<file path="src/rtl/bit_serial_pkg.sv">
// Shared widths, state type and length decoding for the bit serializer.
package bit_serial_pkg;

  localparam int unsigned WORD_W = 8;
  localparam int unsigned CNT_W  = $clog2(WORD_W + 1);

  typedef enum logic {IDLE, SHIFT} ser_state_e;

  // 0 selects a full word; anything above WORD_W is clamped to a full word.
  function automatic logic [CNT_W-1:0] eff_len(input logic [CNT_W-1:0] num_bits);
    logic [CNT_W-1:0] len;
    len = num_bits;
    if (num_bits == '0 || num_bits > CNT_W'(WORD_W)) len = CNT_W'(WORD_W);
    return len;
  endfunction

endpackage

</file>
<file path="src/rtl/ser_pend_buf.sv">
// One-entry holding register for a word accepted while the shifter is busy.
module ser_pend_buf
  import bit_serial_pkg::*;
(
  input  logic              clk,
  input  logic              rst_n,
  input  logic              load,
  input  logic              pop,
  input  logic [WORD_W-1:0] load_word,
  input  logic [CNT_W-1:0]  load_len,
  output logic [WORD_W-1:0] pend_word,
  output logic [CNT_W-1:0]  pend_len,
  output logic              pend_vld
);

  always_ff @(posedge clk or negedge rst_n) begin
    if (!rst_n) begin
      pend_word <= '0;
      pend_len  <= '0;
      pend_vld  <= 1'b0;
    end else if (load) begin
      pend_word <= load_word;
      pend_len  <= load_len;
      pend_vld  <= 1'b1;
    end else if (pop) begin
      pend_vld  <= 1'b0;
    end
  end

endmodule

</file>
<file path="src/rtl/bit_serializer.sv">
// Parallel-to-serial front end: accepts words over valid/ready and emits them
// MSB-first, one bit per clock, with a one-word buffer for bubble-free streaming.
module bit_serializer
  import bit_serial_pkg::*;
(
  input  logic              clk,
  input  logic              rst_n,
  input  logic [WORD_W-1:0] word_in,
  input  logic [CNT_W-1:0]  num_bits,
  input  logic              word_vld,
  output logic              word_rdy,
  output logic              in_bit,
  output logic              bit_vld,
  output logic              word_done,
  output logic              busy
);

  ser_state_e        state;
  logic [WORD_W-1:0] shreg;
  logic [CNT_W-1:0]  cnt;

  logic [WORD_W-1:0] pend_word;
  logic [CNT_W-1:0]  pend_len;
  logic              pend_vld;

  logic              xfer;
  logic              last;
  logic              use_pend;
  logic              do_load;
  logic              pend_load;
  logic [WORD_W-1:0] load_word;
  logic [CNT_W-1:0]  load_len;
  logic [WORD_W-1:0] aligned;

  assign word_rdy = !pend_vld;
  assign xfer     = word_vld & word_rdy;
  assign busy     = (state == SHIFT) | pend_vld;

  // cnt counts bits still to emit after the one on in_bit; zero in SHIFT means
  // the final bit is showing, so the next word (pending first) loads this edge.
  always_comb begin
    last      = 1'b0;
    use_pend  = 1'b0;
    do_load   = 1'b0;
    pend_load = 1'b0;
    load_word = word_in;
    load_len  = eff_len(num_bits);
    aligned   = '0;

    last      = (state == SHIFT) && (cnt == '0);
    use_pend  = last && pend_vld;
    do_load   = ((state == IDLE) && xfer) || (last && (pend_vld || xfer));
    pend_load = xfer && (state == SHIFT) && !last;
    if (use_pend) begin
      load_word = pend_word;
      load_len  = pend_len;
    end
    aligned = load_word << (CNT_W'(WORD_W) - load_len);
  end

  ser_pend_buf u_pend (
    .clk       (clk),
    .rst_n     (rst_n),
    .load      (pend_load),
    .pop       (use_pend),
    .load_word (word_in),
    .load_len  (eff_len(num_bits)),
    .pend_word (pend_word),
    .pend_len  (pend_len),
    .pend_vld  (pend_vld)
  );

  always_ff @(posedge clk or negedge rst_n) begin
    if (!rst_n) begin
      state     <= IDLE;
      shreg     <= '0;
      cnt       <= '0;
      in_bit    <= 1'b0;
      bit_vld   <= 1'b0;
      word_done <= 1'b0;
    end else if (do_load) begin
      state     <= SHIFT;
      in_bit    <= aligned[WORD_W-1];
      shreg     <= aligned << 1;
      cnt       <= load_len - CNT_W'(1);
      bit_vld   <= 1'b1;
      word_done <= (load_len == CNT_W'(1));
    end else if ((state == SHIFT) && (cnt != '0)) begin
      in_bit    <= shreg[WORD_W-1];
      shreg     <= shreg << 1;
      cnt       <= cnt - CNT_W'(1);
      bit_vld   <= 1'b1;
      word_done <= (cnt == CNT_W'(1));
    end else begin
      state     <= IDLE;
      in_bit    <= 1'b0;
      bit_vld   <= 1'b0;
      word_done <= 1'b0;
    end
  end

endmodule

</file>
<file path="config.mk">
export PLATFORM = sky130hd
export DESIGN_NAME = bit_serializer
export DESIGN_NICKNAME = d
export VERILOG_FILES = /design/src/rtl/bit_serial_pkg.sv /design/src/rtl/ser_pend_buf.sv /design/src/rtl/bit_serializer.sv
export SDC_FILE = /design/constraint.sdc
export NUM_CORES = 1
export LEC_CHECK = 0
export CELL_PAD_IN_SITES_DETAIL_PLACEMENT = 2
export CELL_PAD_IN_SITES_GLOBAL_PLACEMENT = 2
export CORE_UTILIZATION = 39
export DETAILED_ROUTE_END_ITERATION = 10
export GPL_ROUTABILITY_DRIVEN = 0
export GPL_TIMING_DRIVEN = 0
export PLACE_DENSITY_LB_ADDON = 0.3
export REMOVE_ABC_BUFFERS = 1
export SLEW_MARGIN = 20
export SYNTH_ARGS = -nofsm -noshare
export SYNTH_HDL_FRONTEND = slang
export SYNTH_SLANG_ARGS = --single-unit
</file>
<file path="constraint.sdc">
create_clock -name clk -period 5.4 [get_ports clk]
set_clock_uncertainty 0.1 [all_clocks]
set_input_delay 1.62 -clock clk [delete_from_list [all_inputs] [get_ports clk]]
set_output_delay 1.62 -clock clk [all_outputs]
set_load 0.03 [all_outputs]
</file>
* Word-level counts from Yosys, hierarchy flattened
Index checks and enable logic that the tools add are counted.
** Operators by class
- $add $sub $neg :: 3
- $lt $le $gt $ge :: 1
- Eq/ne operators :: 3
- Shifts and indexed selects :: 1
- Multiplexer cells :: 17
- Bitwise operators :: 3
- Reductions and logical operators :: 17
** Operator list (count)
- $mux W8 :: 3
- $mux W4 :: 4
- $mux W1 :: 10
- $eq A4 B1 Y1 const B :: 2
- $logic_not A4 Y1 :: 2
- $shl A8 B4 Y8 :: 1
- $sub A4 B1 Y4 const B :: 2
- $logic_and A1 B1 Y1 :: 7
- $gt A4 B4 Y1 const B :: 1
- $reduce_bool A2 Y1 :: 2
- $reduce_bool A4 Y1 :: 1
- $sub A4 B4 Y4 const A :: 1
- $logic_or A1 B1 Y1 :: 3
- $logic_not A1 Y1 :: 2
- $ne A2 B2 Y1 const B :: 1
- $and A1 B1 Y1 :: 1
- $not A1 Y1 :: 1
- $or A1 B1 Y1 :: 1
** Storage, ports and cells
- Register bits after elaboration :: 29

* Longest topological paths before layout
Gate-level depths: netlist of the first run.
- Depth after elaboration :: 7
- Depth in mapped cells :: 14

* Modules after synthesis
Synthesis of the first run repeated with hierarchy kept, for this count alone.
** Second synthesis, totals
- Cell total of the unflattened synthesis :: 164
- Area total of the unflattened synthesis :: 1878.1 um^2
** Modules (own cells, without submodules)
- bit_serializer :: times used 1, cells each 136, area an instance 1360.1 um^2, sequential area each 375.4 um^2
- ser_pend_buf :: times used 1, cells each 28, area an instance 518.0 um^2, sequential area each 325.3 um^2

* Worst setup path after synthesis of the first run
Ideal clock, no wire load.
- Path kind :: input to register
- Start point :: input port num_bits[3]
- End point :: register shreg[7]
- Data arrival time :: 3721 ps
- Slack :: 1513 ps
- Stages :: 11
- Buffers on the path :: 1
- Cell sequence :: nand2b_1 buf_2 a21oi_1 a21oi_1 ha_1 and2b_2 o211ai_1 o211ai_4 or3_1 a41oi_2 a221o_1
** Between the ends
- Word-level cells in the longest chain between the ends :: 7
** Ends and longest elaborated chain
- start, declared :: RTL line bit_serializer.sv:9 : input logic [CNT_W-1:0] num_bits,
- $gt A4 B4 Y1 or $logic_not A4 Y1 (tied branches) :: RTL line bit_serial_pkg.sv:13 : if (num_bits == '0 || num_bits > CNT_W'(WORD_W)) len = CNT_W'(WORD_W);
- $logic_or A1 B1 Y1 :: RTL line bit_serial_pkg.sv:13
- $mux W4 * :: RTL line bit_serial_pkg.sv:13
- $mux W4 * :: RTL line bit_serializer.sv:54 : if (use_pend) begin
- $sub A4 B4 Y4 * :: RTL line bit_serializer.sv:58 : aligned = load_word << (CNT_W'(WORD_W) - load_len);
- $shl A8 B4 Y8 * :: RTL line bit_serializer.sv:58
- $mux W8 * :: RTL line bit_serializer.sv:81 : end else if (do_load) begin
- end signal, assigned :: RTL line bit_serializer.sv:84 : shreg <= aligned << 1;
- end signal, assigned :: RTL line bit_serializer.sv:90 : shreg <= shreg << 1;
- end, declared :: RTL line bit_serializer.sv:19 : logic [WORD_W-1:0] shreg;
Every way passes the cells marked *; elsewhere a longest branch is shown, timed or not.
A chain may end at the register's enable or synchronous reset.

* Worst setup path in the final report of the first run
Ends and elaborated chain as after synthesis.

==> results of run 1 <==
## layout make-up
type / count / area, um^2
Clock buffer: 4 / 55.1
Fill cell: 488 / 2360
Inverter: 7 / 26.3
Multi-Input combinational cell: 136 / 1050
Sequential cell: 28 / 701
Tap cell: 52 / 65.1
Timing Repair Buffer: 19 / 185
## state kept, by name, indices dropped and copies added (netlist names)
| register | flops |
|---|---|
| word_done | 1 |
| cnt | 4 |
| u_pend.pend_word | 8 |
| bit_vld | 1 |
| in_bit | 1 |
| u_pend.pend_vld | 1 |
| state | 1 |
| shreg | 7 |
| u_pend.pend_len | 4 |
## placed cells by master, fill, tap and decap left out, types with 5 or more instances in the layout
| master | count |
|---|---|
| sky130_fd_sc_hd__dfrtp_1 | 28 |
| sky130_fd_sc_hd__mux2i_1 | 18 |
| sky130_fd_sc_hd__mux2_2 | 11 |
| sky130_fd_sc_hd__o21ai_0 | 13 |
| sky130_fd_sc_hd__nor2_1 | 6 |
| sky130_fd_sc_hd__a22oi_1 | 5 |
| sky130_fd_sc_hd__clkdlybuf4s50_1 | 18 |
| sky130_fd_sc_hd__nand2_1 | 17 |
| sky130_fd_sc_hd__inv_1 | 6 |
| sky130_fd_sc_hd__ha_1 | 6 |
| sky130_fd_sc_hd__a21oi_1 | 9 |
| sky130_fd_sc_hd__nand3_1 | 5 |
## worst max-delay path, delay by kind of cell
| kind | cells | cell delay [ps] |
|---|---|---|
| AOI/OAI and AO/OA | 6 | 1300 |
| and+or+nand+nor | 3 | 1080 |
| buffers and inverters | 1 | 500 |
| adders and majority gates | 1 | 290 |
## worst min path at each step
| stage | start | cells after the start | to |
|---|---|---|---|
| 4_1_cts | shreg[2]$_DFFE_PN0P_ | 1 | shreg[3]$_DFFE_PN0P_ |
| 3_3_place_gp | u_pend.pend_word[7]$_DFFE_PN0P_ | 1 | u_pend.pend_word[7]$_DFFE_PN0P_ |
| 5_1_grt | shreg[1]$_DFFE_PN0P_ | 1 | shreg[1]$_DFFE_PN0P_ |
| 3_5_place_dp | shreg[2]$_DFFE_PN0P_ | 1 | shreg[3]$_DFFE_PN0P_ |
| 2_1_floorplan | u_pend.pend_word[7]$_DFFE_PN0P_ | 1 | u_pend.pend_word[7]$_DFFE_PN0P_ |
| 6_report | shreg[6]$_DFFE_PN0P_ | 1 | shreg[7]$_DFFE_PN0P_ |
## cells by family (layout without fill, tap and decap cells)
| kind of cell | after synthesis | after routing |
|---|---|---|
| fa+ha+maj | 6 | 6 |
| simple gates | 52 | 52 |
| mux | 30 | 30 |
| buf+inv | 14 | 30 |
| flops | 28 | 28 |
| compound gates | 46 | 46 |
| xor+xnor | 2 | 2 |
## report_power, final
part / switching [mW] / internal (mW) / leakage (nW)
sequential: 0.0890 / 0.301 / 0.343
clock: 0.0688 / 0.0654 / 0.0288
combinational: 0.316 / 0.240 / 0.523
total: 0.474 / 0.606 / 0.895
## stage by stage
stage	std cells	worst slack [ps]	util	hold slack [ps]	total power, mW
after CTS	246	646	0.468	438	1.09
after floorplan	171	1460	-	371	0.779
after global placement	242	565	0.457	386	0.906
after detailed placement	242	413	0.456	414	0.952
after global routing	246	440	0.468	462	1.17
final	246	712	0.468	434	1.08
## routing by layer
metal,global-route usage,up-vias
met2,0.378,20
li1,-,678
met5,0,-
met4,0.0363,0
met1,0.274,716
met3,0.0245,6
==> results_dict.tcl, run 1 <==
set metrics [dict create \
    antenna_left 0 \
    clk_pin_slew_ps 100 \
    post_synthesis_average_cell_area_um2 10.3 \
    maxClockFrequency_mhz 213 \
    timing.rr.end "shreg[7]$_DFFE_PN0P_" \
    worst-path-max-fanout 10 \
    yosys.area_share.adder 0.0410 \
    tritoncts "done" \
    detail_route.drc_violations 6 \
    max_slew.worst_pin.slew_ps 665 \
    synth-warning-count 0 \
    worst_setup_path_endpoint "shreg[7]$_DFFE_PN0P_" \
    status "finished with violations" \
    synth_cells 178 \
    ff2ff_path_depth 13 \
    effective_utilization_at_floorplan 0.412 \
    design.final.nets 216 \
    coreArea_um2 4440 \
    critPathMostFrequentCell "sky130_fd_sc_hd__a21oi_1" \
    violated_checks "DRC" \
    ys_async_sr_fraction 1.00 \
    power_per_cell_area_nw_per_um2 520 \
    boundaryPins 20 \
    htree_num_levels 1 \
    synth_top_family_by_area "multiplexers" \
    critical_path.max_stage_delay_ps 500 \
    synth_xor_xnor_area_share 0.00957 \
    grt_util_all_layers 0.210 \
    r2r-start "cnt[0]$_DFFE_PN0P_" \
    number_of_synthesized_flops_with_an_enable_pin 0 \
    cts.repair_timing.setup_buffer_count 0 \
    numCtsBuffers 3 \
    ir_drop_mv 0.214 \
    die_width_um 70.5 \
    clk_latency_ps 280 \
    max-slew-margin-rel 0.557 \
    synthesis.area_um2 1830 \
    setup_violations 0 \
    grt_start_max_net_pins 29 \
    wire_per_inst_um 18.8 \
    timing.critical_path.from_type "input pin" \
    cellLeakagePower_nw 0.895 \
    count_of_cells_resized_by_post_cts_repair 0 \
    startpoint "num_bits[3]" \
    slowest_cell_on_the_critical_path "sky130_fd_sc_hd__clkdlybuf4s50_1" \
    number_of_global_route_vias_before_repair 1598 \
    maxCapViolations 0 \
    grt_first_pass_wirelength_mm 8.18 \
    detailed_placement_hpwl_mm 3.46 \
    finalWorstPathRequiredPeriod_ps 4690 \
    grt_overflow 0 \
    ys_seq_area_frac 0.383 \
    flow.area_growth_from_synthesis_pct 13.6 \
    layout_cells_sized_above_1 0.175 \
    floorplan.rows 24 \
    wl_met1_mm 2.20 \
    critical_path.endpoint_type "flop" \
    place.port_buffers 19 \
    antenna_found_initial 0 \
    post-synth-top-count-cell "sky130_fd_sc_hd__dfrtp_1" \
    layout.cell_area.non_filler_um2 2080 \
    post-synth-top-area-cell "sky130_fd_sc_hd__dfrtp_1" \
    antenna-diode-count 0 \
    timing.critical_path.required_ps 5520 \
    drv_slew 0 \
    vias_per_cell 5.77 \
    setup_tns_ps 0 \
    dominantRegCellSynth "sky130_fd_sc_hd__dfrtp_1" \
    die_height_um 70.5 \
    criticalPathCategory "input pin to flop" \
    count_of_cell_types_in_the_netlist 47 \
    detailed_place.area_um2 2020 \
    hold_violations 0 \
    synthDominantCellAreaShare 0.383 \
    synth_simple_gate_area_frac 0.161 \
    wl_met3_um 95 \
    holdBufCountCts 0 \
    ys_top_cells_by_count "sky130_fd_sc_hd__dfrtp_1, sky130_fd_sc_hd__mux2i_1, sky130_fd_sc_hd__nand2_1" \
    via_count 1420 \
    dieArea_um2 4970 \
    final.period_utilization 0.868 \
    area_contributors_post_synth "sky130_fd_sc_hd__dfrtp_1, sky130_fd_sc_hd__mux2i_1, sky130_fd_sc_hd__mux2_2" \
    worstPathCellList "clkdlybuf4s50_1 -> nand2b_1 -> a21oi_1 -> a21oi_1 -> ha_1 -> and2b_2 -> o211ai_1 -> o211ai_4 -> or3_1 -> a41oi_2 -> a221o_1" \
    timing.hold.worst.class "flop to flop" \
    synth.mux.area_fraction 0.180 \
    dr.first_iter.drc_count 43 \
    root_buffer "sky130_fd_sc_hd__clkbuf_8" \
    routed_wirelength_mm 4.63 \
    unrepaired_setup_endpoints_after_global_routing "false" \
    firstDrtPassIters 9 \
    fraction_of_the_mapped_netlist_area_in_compound_gates 0.180 \
    arrival_ps 4800 \
    routed-wl-met2_mm 2.29 \
    reg2reg_slack_ps 1800 \
    cts_sinks 28 \
    route.top_layer_used "met4" \
    synth_seq_cells 28 \
    clockBufferDepth 2 \
]
No activity file was read; power rests on OpenSTA's default activity.
==> run 2: changes to the inputs <==
CAP_MARGIN = 15   (was not set)
==> results of run 2 <==
Same layout as run 1: the final DEF is identical, and so are final timing and power.
==> run 3: changes to the inputs <==
CTS_CLUSTER_SIZE = 24   (was not set)
==> results of run 3 <==
Same layout as run 1: the final DEF is identical, and so are final timing and power.
